`src/rtl/cmd_icd_pkg.sv`:
```
// Command-word layout shared by the task parser and cmd_decoder: IDs, field
// positions, a delay-word builder and the decoder FSM state type.
package cmd_icd_pkg;

    typedef enum logic [3:0] {
        CMD_ID_BANK  = 4'b0000,
        CMD_ID_OUT   = 4'b0001,
        CMD_ID_DELAY = 4'b0010
    } cmd_id_t;

    localparam int CMD_ID_LSB = 28;
    localparam int CMD_ID_MSB = 31;

    localparam int BANK_CMD_EN_LSB       = 0;
    localparam int BANK_CMD_EN_MSB       = 3;
    localparam int BANK_CMD_GAP_LSB      = 4;
    localparam int BANK_CMD_GAP_MSB      = 7;
    localparam int BANK_CMD_VAL_LSB      = 8;
    localparam int BANK_CMD_VAL_MSB      = 15;
    localparam int BANK_CMD_RESERVED_LSB = 16;
    localparam int BANK_CMD_RESERVED_MSB = 27;

    localparam int OUT_CMD_SEL_LSB      = 0;
    localparam int OUT_CMD_SEL_MSB      = 4;
    localparam int OUT_CMD_RESERVED_LSB = 5;
    localparam int OUT_CMD_RESERVED_MSB = 27;

    localparam int DELAY_CMD_CNT_LSB      = 0;
    localparam int DELAY_CMD_CNT_MSB      = 15;
    localparam int DELAY_CMD_RESERVED_LSB = 16;
    localparam int DELAY_CMD_RESERVED_MSB = 27;

    typedef enum logic [0:0] {
        ST_IDLE = 1'b0,
        ST_WAIT = 1'b1
    } cmd_dec_state_t;

    function automatic logic [31:0] task2delay_cmd(input logic [15:0] cnt);
        return {CMD_ID_DELAY, 12'h000, cnt};
    endfunction

endpackage

```
`src/rtl/cmd_fifo.sv`:
```
// Synchronous FIFO with first-word-fall-through head; DEPTH must be a power of two.
module cmd_fifo #(
    parameter int WIDTH = 32,
    parameter int DEPTH = 4
) (
    input  logic             clk,
    input  logic             rst_n,
    input  logic             push,
    input  logic [WIDTH-1:0] wdata,
    input  logic             pop,
    output logic [WIDTH-1:0] rdata,
    output logic             full,
    output logic             empty
);
    localparam int AW = (DEPTH > 1) ? $clog2(DEPTH) : 1;

    logic [WIDTH-1:0] mem [DEPTH];
    logic [AW-1:0]    wr_ptr;
    logic [AW-1:0]    rd_ptr;
    logic [AW:0]      count;

    always_ff @(posedge clk or negedge rst_n) begin
        if (!rst_n) begin
            wr_ptr <= '0;
            rd_ptr <= '0;
            count  <= '0;
        end else begin
            if (push) wr_ptr <= wr_ptr + AW'(1);
            if (pop)  rd_ptr <= rd_ptr + AW'(1);
            case ({push, pop})
                2'b10:   count <= count + (AW+1)'(1);
                2'b01:   count <= count - (AW+1)'(1);
                default: count <= count;
            endcase
        end
    end

    always_ff @(posedge clk) begin
        if (push) mem[wr_ptr] <= wdata;
    end

    assign rdata = mem[rd_ptr];
    assign full  = (count == (AW+1)'(DEPTH));
    assign empty = (count == '0);

endmodule

```
`src/rtl/cmd_decoder.sv`:
```
// Command decoder/executor: buffers 32-bit command words and applies bank, out and
// delay commands in order. Define CMD_DECODER_STRICT_EN to reject malformed words.
module cmd_decoder
    import cmd_icd_pkg::*;
#(
    parameter int NUM_BANKS  = 4,
    parameter int VAL_W      = 8,
    parameter int OUT_W      = 5,
    parameter int FIFO_DEPTH = 4
) (
    input  logic                       clk,
    input  logic                       rst_n,
    input  logic                       cmd_valid,
    output logic                       cmd_ready,
    input  logic [31:0]                cmd_data,
    output logic [NUM_BANKS*VAL_W-1:0] bank_val,
    output logic [NUM_BANKS-1:0]       bank_upd,
    output logic [OUT_W-1:0]           out_sel,
    output logic                       out_upd,
    output logic                       err,
    output logic [15:0]                err_cnt,
    output logic                       busy
);
    logic [31:0]    head;
    logic           full, empty, push, pop;
    cmd_id_t        id;
    logic [3:0]     en_f;
    logic [7:0]     val_f;
    logic [4:0]     sel_f;
    logic [15:0]    cnt_f;
    logic           bad;
    logic           do_bank, do_out, do_delay, do_rej;
    cmd_dec_state_t state, state_nxt;
    logic [15:0]    cnt, cnt_nxt;

    // cmd_ready is held low while reset is asserted, not just while full.
    assign cmd_ready = rst_n & ~full;
    assign push      = cmd_valid & cmd_ready;

    cmd_fifo #(.WIDTH(32), .DEPTH(FIFO_DEPTH)) u_fifo (
        .clk   (clk),
        .rst_n (rst_n),
        .push  (push),
        .wdata (cmd_data),
        .pop   (pop),
        .rdata (head),
        .full  (full),
        .empty (empty)
    );

    assign id    = cmd_id_t'(head[CMD_ID_MSB:CMD_ID_LSB]);
    assign en_f  = head[BANK_CMD_EN_MSB:BANK_CMD_EN_LSB];
    assign val_f = head[BANK_CMD_VAL_MSB:BANK_CMD_VAL_LSB];
    assign sel_f = head[OUT_CMD_SEL_MSB:OUT_CMD_SEL_LSB];
    assign cnt_f = head[DELAY_CMD_CNT_MSB:DELAY_CMD_CNT_LSB];

`ifdef CMD_DECODER_STRICT_EN
    always_comb begin
        bad = 1'b0;
        case (id)
            CMD_ID_BANK:  bad = (|head[BANK_CMD_RESERVED_MSB:BANK_CMD_RESERVED_LSB])
                              | (|head[BANK_CMD_GAP_MSB:BANK_CMD_GAP_LSB])
                              | (|(en_f >> NUM_BANKS)) | (|(val_f >> VAL_W));
            CMD_ID_OUT:   bad = (|head[OUT_CMD_RESERVED_MSB:OUT_CMD_RESERVED_LSB])
                              | (|(sel_f >> OUT_W));
            CMD_ID_DELAY: bad = |head[DELAY_CMD_RESERVED_MSB:DELAY_CMD_RESERVED_LSB];
            default:      bad = 1'b0;
        endcase
    end
`else
    // Reserved and out-of-range bits are deliberately ignored in this build.
    logic unused_fields;
    assign bad           = 1'b0;
    assign unused_fields = ^{head[27:16], head[7:5], en_f, val_f, sel_f};
`endif

    always_ff @(posedge clk or negedge rst_n) begin
        if (!rst_n) begin
            state <= ST_IDLE;
            cnt   <= '0;
        end else begin
            state <= state_nxt;
            cnt   <= cnt_nxt;
        end
    end

    always_comb begin
        state_nxt = state;
        cnt_nxt   = cnt;
        case (state)
            ST_IDLE: if (do_delay) begin
                state_nxt = ST_WAIT;
                cnt_nxt   = cnt_f;
            end
            ST_WAIT: if (cnt == 16'd1) state_nxt = ST_IDLE;
                     else cnt_nxt = cnt - 16'd1;
            default: state_nxt = ST_IDLE;
        endcase
    end

    always_comb begin
        pop      = (state == ST_IDLE) && !empty;
        do_bank  = pop && !bad && (id == CMD_ID_BANK);
        do_out   = pop && !bad && (id == CMD_ID_OUT);
        do_delay = pop && !bad && (id == CMD_ID_DELAY) && (cnt_f != 16'd0);
        do_rej   = pop && (bad || !(id inside {CMD_ID_BANK, CMD_ID_OUT, CMD_ID_DELAY}));
    end

    always_ff @(posedge clk or negedge rst_n) begin
        if (!rst_n) begin
            bank_val <= '0;
            bank_upd <= '0;
            out_sel  <= '0;
            out_upd  <= 1'b0;
            err      <= 1'b0;
            err_cnt  <= '0;
        end else begin
            bank_upd <= '0;
            out_upd  <= do_out;
            err      <= do_rej;
            for (int i = 0; i < NUM_BANKS; i++) begin
                if (do_bank && en_f[i]) begin
                    bank_val[i*VAL_W +: VAL_W] <= val_f[VAL_W-1:0];
                    bank_upd[i]                <= 1'b1;
                end
            end
            if (do_out) out_sel <= sel_f[OUT_W-1:0];
            if (do_rej && (err_cnt != 16'hFFFF)) err_cnt <= err_cnt + 16'd1;
        end
    end

    assign busy = !empty || (state != ST_IDLE);

endmodule

```
`config.mk`:
```
export PLATFORM = sky130hd
export DESIGN_NAME = cmd_decoder
export DESIGN_NICKNAME = d
export VERILOG_FILES = /design/src/rtl/cmd_icd_pkg.sv /design/src/rtl/cmd_fifo.sv /design/src/rtl/cmd_decoder.sv
export SDC_FILE = /design/constraint.sdc
export NUM_CORES = 1
export LEC_CHECK = 0
export ABC_CLOCK_PERIOD_IN_PS = 2700
export CAP_MARGIN = 20
export CORE_ASPECT_RATIO = 0.7
export CORE_MARGIN = 5
export CORE_UTILIZATION = 51
export DETAILED_ROUTE_END_ITERATION = 6
export HOLD_SLACK_MARGIN = 0.05
export PLACE_DENSITY = 0.76
export SYNTH_ARGS = -nofsm -noshare
export SYNTH_HDL_FRONTEND = slang
export SYNTH_HIERARCHICAL = 1
export SYNTH_SLANG_ARGS = --single-unit
```
`constraint.sdc`:
```
create_clock -name clk -period 2.7 [get_ports clk]
set_input_delay 0.27 -clock clk [delete_from_list [all_inputs] [get_ports clk]]
set_output_delay 0.27 -clock clk [all_outputs]
set_load 0.02 [all_outputs]
```
# Word level (Yosys, flattened, before mapping)
# Memories as Yosys holds them, arrays and structs flattened.
# Cells that the tools add are included.
# word_totals
n_memories	1
register_bits	83
inputBits	35
output_inout_bits	61
word_cells	67
ram_bits	128
# mem_list
memory	words	width	read_ports	rd_ports_with_merged_regs	write_ports	line	source
u_fifo.mem	4	32	1	0	1	cmd_fifo.sv:17	logic [WIDTH-1:0] mem [DEPTH];
# op_classes
n_reduce_logical	20
eq_ne	9
add_sub_neg	6
muxes	13
n_bitwise	4
# op_table
operator	count
$mux 16	2
$pmux 16 s2	1
$add 16x1->16 const B	1
$eq 16x1->1 const B	1
$ne 16x16->1 const B	1
$reduce_bool 16->1	1
$sub 16x1->16 const B	1
$logic_and 1x1->1	11
$mux 1	8
$pmux 3 s2	1
$add 2x1->2 const B	2
$eq 4x1->1 const B	1
$eq 4x2->1 const B	1
$logic_not 4->1	1
$ne 2x2->1 const B	2
$add 3x1->3 const B	1
$eq 3x3->1 const B	1
$logic_not 3->1	1
$reduce_bool 3->1	1
$sub 3x1->3 const B	1
$and 1x1->1	2
$eq 2x1->1 const B	1
$eq 2x2->1 const B	1
$logic_not 1->1	2
5 further kinds	6

# Logic depth before layout (Yosys ltp)
# Gate-level depths: netlist of the first run.
# logic_depth
ltp_word	7
depth_mapped	11
mapped_depth_nobuf	11

# By module
# Netlist of the first run, hierarchy kept.
# by_module_without_submodules
mod	seq_area_each_um2	area_per_inst_um2	n_inst	cells_each
cmd_fifo	4018.9	5063.6	1	205
cmd_decoder	1901.8	3580.9	1	298

# Least setup slack after synthesis of the first run
# OpenSTA, ideal clock, no wires.
# synth_path
kind	register -> register
start	register u_fifo.rd_ptr[0]
end	register cnt[1]
setup_ps	123
n_path_buf	2
arrival_time_ps	2497
synth_period_minus_slack_ps	2620
required_ps	2577
path_stages_with_launch	9
slack_ps	80
cell_sequence	dfrtp_1 -> buf_6 -> buf_12 -> mux4_2 -> nor4_1 -> nand4_1 -> a22oi_1 -> inv_1 -> o221a_2
# synth_via
elab_cells_between_ends	9
# synth_rtl
element	line	source
start: declaration	cmd_fifo.sv:19	logic [AW-1:0] rd_ptr;
start signal: assignment	cmd_fifo.sv:29	if (pop) rd_ptr <= rd_ptr + AW'(1);
$mem_v2 4x32	-	
named net head[14]	cmd_decoder.sv:24	logic [31:0] head;
$reduce_bool 16->1	cmd_decoder.sv:105	do_delay = pop && !bad && (id == CMD_ID_DELAY) && (cnt_f != 16'd0);
$logic_and 1x1->1	cmd_decoder.sv:105	
$ne 2x2->1 (no source line)	-	
$reduce_and 2->1 (no source line)	-	
end signal: assignment	cmd_decoder.sv:83	cnt <= cnt_nxt;
end: declaration	cmd_decoder.sv:34	logic [15:0] cnt, cnt_nxt;
# The timed path passes the listed nets, and every way through them passes these cells. The select of a mux whose other input is x is not followed.
# A chain may end at the register's enable or synchronous reset.

# Worst setup path after layout of the first run
# layout_path
start	register u_fifo.rd_ptr[0]
end	register cnt[4]
# The elaborated chain is that of the path after synthesis.

==> metrics.txt, run 1 <==
row cnt=35; Req. time, crit path=2.99 ns; min Tclk post-route=2.65 ns; cell family with most CP delay=buffers and inverters; CTS Buffer Depth=2; core area=13200 um2; PortBufs=83; FF-to-FF Start=u_fifo/rd_ptr[0]$_DFFE_PN0P_; total power=9820 uW; Initial DRT Pass Iterations=6; Max Slew Vio Count=0; leakage power total=0.00349 uW; io pins=96; Setup Skew=0.0117 ns; Final Wtd Congestion=0.873; via count=4472; Clk Latency, worst-skew pair=0.42 ns; antenna diode count=0; first-pass GRT wire length=24900 um; die area=16100 um2; Fill cells=899; Routed Antenna Nets=0; Root Driver=clkbuf_16; final hold viol count=0; HPWL Detailed=10800 um; crit path kind=reg2reg; Setup crit start=u_fifo/rd_ptr[0]$_DFFE_PN0P_; final worst-path cycle share=98.0%; final setup violation count=0; status=complete, no violations; vias in the first global route=4500; Max Freq=378 MHz; Pwr Density=1090 nW/um2; Vert. Die Dim=108 um; routed wire length=15900 um; slowest CP cell=mux4_1; Slew @ Worst Pin=0.745 ns; largest net degree at the start of global routing=84; slew margin rel.=49.8%; synth warn=6; Total GRT Usage=20.4%; WL per Instance=20.5 um; CTS tree=built; DR iter-0 viols=508; WP data arrival=2.93 ns; WHS=0.471 ns; CP max stage delay=0.62 ns; worst-path maximum fanout=12; initial antenna violation count=0; drt drc=0; Num CTS Buffers=17; initial core utilization=52.4%; Mapped Cells=443; CTS Sinks=163; Syn Area/Cell=15.6 um2; endpoint class of the critical path=flop; global route total overflow=0; Seq. cell area=4480 um2; Multi-input gate area=2290 um2; worst hold path type=in2reg; Final Core Density=68.1%; Die X=149 um; nets=622; CP most frequent cell=buf_4; CTS clk-pin slew, worst paths=0.07 ns; Synth Net Count=487; Worst setup SP type=flop; worst-path cell chain=buf_12 -> mux4_1 -> nor4_2 -> buf_4 -> nand4_1 -> buf_4 -> a2111oi_4 -> buf_4 -> a311oi_1; DR vias/cell=5.76; RSZ-0062 raised after global routing=yes; Crit path buffers/inverters=4; Syn Std Cell Area=6930 um2; # H-tree levels=4; min-delay src=cmd_data[7]; Syn-to-layout area delta=30.0%; largest vdd supply drop=0.854 mV; maxcap violations=0; fraction of layout cells with a size suffix above 1=26.1%
final timing paths:
kind                                                      to  cells past startpoint  slack (ns)
worst max-delay path                      cnt[4]$_DFFE_PN0P_                      9        0.05
worst max register to register            cnt[4]$_DFFE_PN0P_                      9        0.05
worst min register to register       bank_val[8]$_DFFE_PN0P_                      1        0.50
max in group asynchronous       u_fifo/rd_ptr[0]$_DFFE_PN0P_                      4        1.46
min in group asynchronous             err_cnt[6]$_DFFE_PN0P_                      3        0.57
worst min-delay path              u_fifo/mem[3][7]$_DFFE_PP_                      1        0.47
where the power goes:
part | switching [uW] | internal (uW) | leakage [uW]
clock network | 1070 | 1500 | 0.000309
registers | 460 | 3220 | 0.00176
logic | 1810 | 1760 | 0.00142
total | 3340 | 6480 | 0.00349
stage by stage:
step	instances	setup WS [ns]	instance area, um2	setup TNS [ns]
2_1_floorplan	443	0.0804	6930	0
3_3_place_gp	739	0.00452	8260	0
3_5_place_dp	739	-0.0496	8260	-1.03
4_1_cts	771	-0.0575	8910	-1.53
5_1_grt	776	-0.0593	9010	-0.641
6_report	776	0.0541	9010	0
final cells by class:
class                      instances  area share [%]
clock buffer                      17            4.72
clock inverter                    15            2.40
inverter                          15           0.625
multi-input combinational        246            25.4
sequential                       163            49.7
tap                              185            2.57
timing repair buffer             135            14.5
state kept, by name, indices dropped and copies added, names as in the netlist, 2 cells and up:
name / cells
u_fifo/mem: 80
bank_val: 32
cnt: 16
err_cnt: 16
out_sel: 5
bank_upd: 4
u_fifo/count: 3
u_fifo/rd_ptr: 2
u_fifo/wr_ptr: 2
cell usage in the layout, fill, tap and decap left out, types with 11 or more instances in the layout:
master            n
buf_4            45
nand2_1          15
mux4_2           16
dfrtp_1          82
and2_1           11
nor3_1           12
clkdlybuf4s50_1  82
edfxtp_1         80
clkbuf_16        17
mux2_2           38
inv_1            15
nor4_1           11
routing by layer:
metal  GRT usage [%]  share of wire, %  vias to the layer above
met3            4.92               7.2                       27
met4            6.01               1.4                        0
met5               0                 0                        -
met1            28.6                44                     2238
li1                -                 -                     2003
met2            32.1                48                      204
what timing repair did:
action                                  4_1_cts  5_1_grt
setup buffers                                 0        3
hold buffers                                  0        1
pin swaps                                     0        2
endpoints found under the hold margin         0       44
resized for setup                             1       10
endpoints found under the setup margin       44       50
Note: power is estimated with default switching activity, not from simulation.
==> run 2, diff against run 1 <==
CAP_MARGIN = 15   (was 20)
CTS_CLUSTER_DIAMETER = 150   (was not set)
==> results of run 2 <==
Final layout, timing and power as in run 1 (identical DEF).
==> run 3, diff against run 2 <==
ABC_AREA = 1   (was not set)
CORE_UTILIZATION = 52   (was 51)
PLACE_DENSITY = 0.77   (was 0.76)
==> run 3 against run 2 <==
  * Non-clock buffer count shrank 35
  * Setup slack gained 0.29 ns
  * Utilization shrank 2.9 points
  * Hold slack lost 0.079 ns
  * Clock skew grew 0.0013 ns
  * Critical endpoint unchanged
  * Area after synthesis grew 6.6%
  * Final cell count grew 37%
  * Global-route usage shrank 0.80 points
  * Sequential power is essentially flat
==> metrics.txt, run 3 <==
status=complete, no violations; met2 usage=31.8% (-0.35 points); final worst-path cycle share=87.4% (-11 points); Root Driver=clkbuf_16; CTS Sinks=163 (unchanged); largest net degree at the start of global routing=63 (-25%); RSZ-0062 raised after global routing=no; DR vias/cell=5.10 (-12%); Final Wtd Congestion=0.890 (+1.9%); Routed Antenna Nets=0 (unchanged); final setup violation count=0 (unchanged); HPWL Detailed=10700 um (-0.85%); worst-path maximum fanout=24 (+12); endpoint class of the critical path=flop; PortBufs=83 (unchanged); Num CTS Buffers=17 (unchanged); via count=5414 (+21%); drt drc=0 (unchanged); nets=903 (+45%); Initial DRT Pass Iterations=5 (-1); WP data arrival=2.65 ns (-0.28 ns); Clk Latency, worst-skew pair=0.42 ns (about the same); worst hold path type=in2async; WL per Instance=14.9 um (-27%); Vert. Die Dim=110 um (+2.1%); antenna diode count=0 (unchanged); row cnt=36 (+2.9%); io pins=96 (unchanged); synth warn=6 (unchanged); DR iter-0 viols=455 (-10%); Setup Skew=0.0130 ns (+0.00129 ns); final hold viol count=0 (unchanged); routed wire length=15800 um (-0.42%); global route total overflow=0 (unchanged); Max Freq=424 MHz (+12%); die area=16700 um2 (+4.2%); Max Slew Vio Count=0 (unchanged); core area=13900 um2 (+5.2%); CTS tree=built; Syn Std Cell Area=7390 um2 (+6.6%); Die X=153 um (+2.1%); max reg flops=80 (unchanged); setup tns final=0 ns (unchanged); min Tclk post-route=2.36 ns (-0.286 ns); leakage power total=0.00407 uW (+17%); largest vdd supply drop=0.650 mV (-24%); vias in the first global route=5164 (+15%); crit path kind=reg2reg; most flop-heavy register=u_fifo/mem; R2R setup slack=0.34 ns (+0.29 ns); commonest cells after routing, fill and taps aside=nand2_1 (251), inv_1 (93), dfrtp_1 (82), clkdlybuf4s50_1 (82), edfxtp_1 (80); Fill cells=1084 (+21%); Top Registers=u_fifo/mem x80, bank_val x32; CTS Buffer Depth=2 (unchanged); Synth Net Count=816 (+68%); maxcap violations=0 (unchanged); Worst setup SP type=flop; fraction of layout cells with a size suffix above 1=8.14% (-18 points); # H-tree levels=4 (unchanged); Slew @ Worst Pin=0.775 ns (+0.0300 ns); Syn Area/Cell=9.58 um2 (-39%); WHS=0.392 ns (-0.0790 ns); Pwr Density=1160 nW/um2 (+6.4%); Total GRT Usage=19.6% (-0.80 points); Syn-to-layout area delta=22.8%; CTS clk-pin slew, worst paths=0.07 ns (about the same); grt met3 use=5.70% (+0.78 points); slew margin rel.=48.3% (-1.5 points); Multi-input gate area=2350 um2 (+2.5%); Mapped Cells=772 (+74%); Req. time, crit path=2.99 ns (about the same); initial core utilization=53.1% (+0.70 points); first-pass GRT wire length=25900 um (+3.9%); initial antenna violation count=0 (unchanged); Seq. cell area=4480 um2 (about the same); GR peak layer=met2; most common cell after layout, fill and taps aside=nand2_1; grt met1 use=26.5% (-2.1 points)
run 3: cell count changes in the layout (fill, tap and decap cells not counted), sizes merged, moves of 34 or more:
cell	before	now
inv	22	106
nor2	9	43
buf	52	17
o211ai	2	40
mux2	38	0
o21ai	4	62
nand2	16	256
run 3: area by class of cell:
type                            count  area share (%)
Timing Repair Buffer              100            10.8
Inverter                          100            4.14
Clock inverter                     15            2.45
Clock buffer                       17            4.69
Tap cell                          190            2.62
Multi-Input combinational cell    477            25.9
Sequential cell                   163            49.4
run 3: repair_timing:
item                                   4_1_cts  5_1_grt
setup buffers                                0        0
resized for setup                            0        2
endpoints found under the hold margin       21        0
setup endpoints to repair                    0        1
hold buffers                                 1        0
run 3: path summary, 6_finish.rpt:
kind | start | to | cells after the start
max reg2reg | u_fifo/rd_ptr[0]$_DFFE_PN0P_ | cnt[4]$_DFFE_PN0P_ | 12
min | rst_n | err_cnt[5]$_DFFE_PN0P_ | 3
min reg2reg | bank_val[28]$_DFFE_PN0P_ | bank_val[28]$_DFFE_PN0P_ | 2
max in group asynchronous | rst_n | cnt[3]$_DFFE_PN0P_ | 4
min in group clk | bank_val[28]$_DFFE_PN0P_ | bank_val[28]$_DFFE_PN0P_ | 2
max | u_fifo/rd_ptr[0]$_DFFE_PN0P_ | cnt[4]$_DFFE_PN0P_ | 12
run 3: per-layer routing:
layer / vias up / wire length [um]
met2: 154 / 7300
li1: 2680 / -
met3: 22 / 978
met1: 2558 / 7360
met4: 0 / 193
met5: - / 0
run 3: per-stage QoR:
stage	instance area (um2)	utilization, %	power (uW)	setup slack, ns	std cells
detailed placement	8410	60.4	7890	0.312	1029
global placement	8410	60.4	7770	0.349	1029
finish	9080	65.2	10500	0.341	1062
global route	9080	65.2	11200	0.0911	1062
floorplan	7390	-	6420	0.675	772
CTS	9070	65.2	10600	0.267	1062
run 3: power breakdown:
| group | leakage (uW) | switching, uW | total (uW) | internal [uW] |
|---|---|---|---|---|
| Clock | 0.000318 | 1030 | 2610 | 1580 |
| Combinational | 0.00195 | 2640 | 4210 | 1570 |
| Sequential | 0.00180 | 454 | 3700 | 3240 |
| Total | 0.00407 | 4130 | 10500 | 6400 |
run 3: worst max-delay path, stage by stage (launching register included):
cell and delay [ns]:
dfrtp_4 0.58, buf_12 0.20, o211ai_1 0.20, nand2_1 0.23, nor2_1 0.17, nand3_1 0.08
nor2_1 0.10, nand2_1 0.05, nand2_1 0.11, nand2_4 0.16, buf_4 0.21, nand2_1 0.06
o21ai_1 0.06
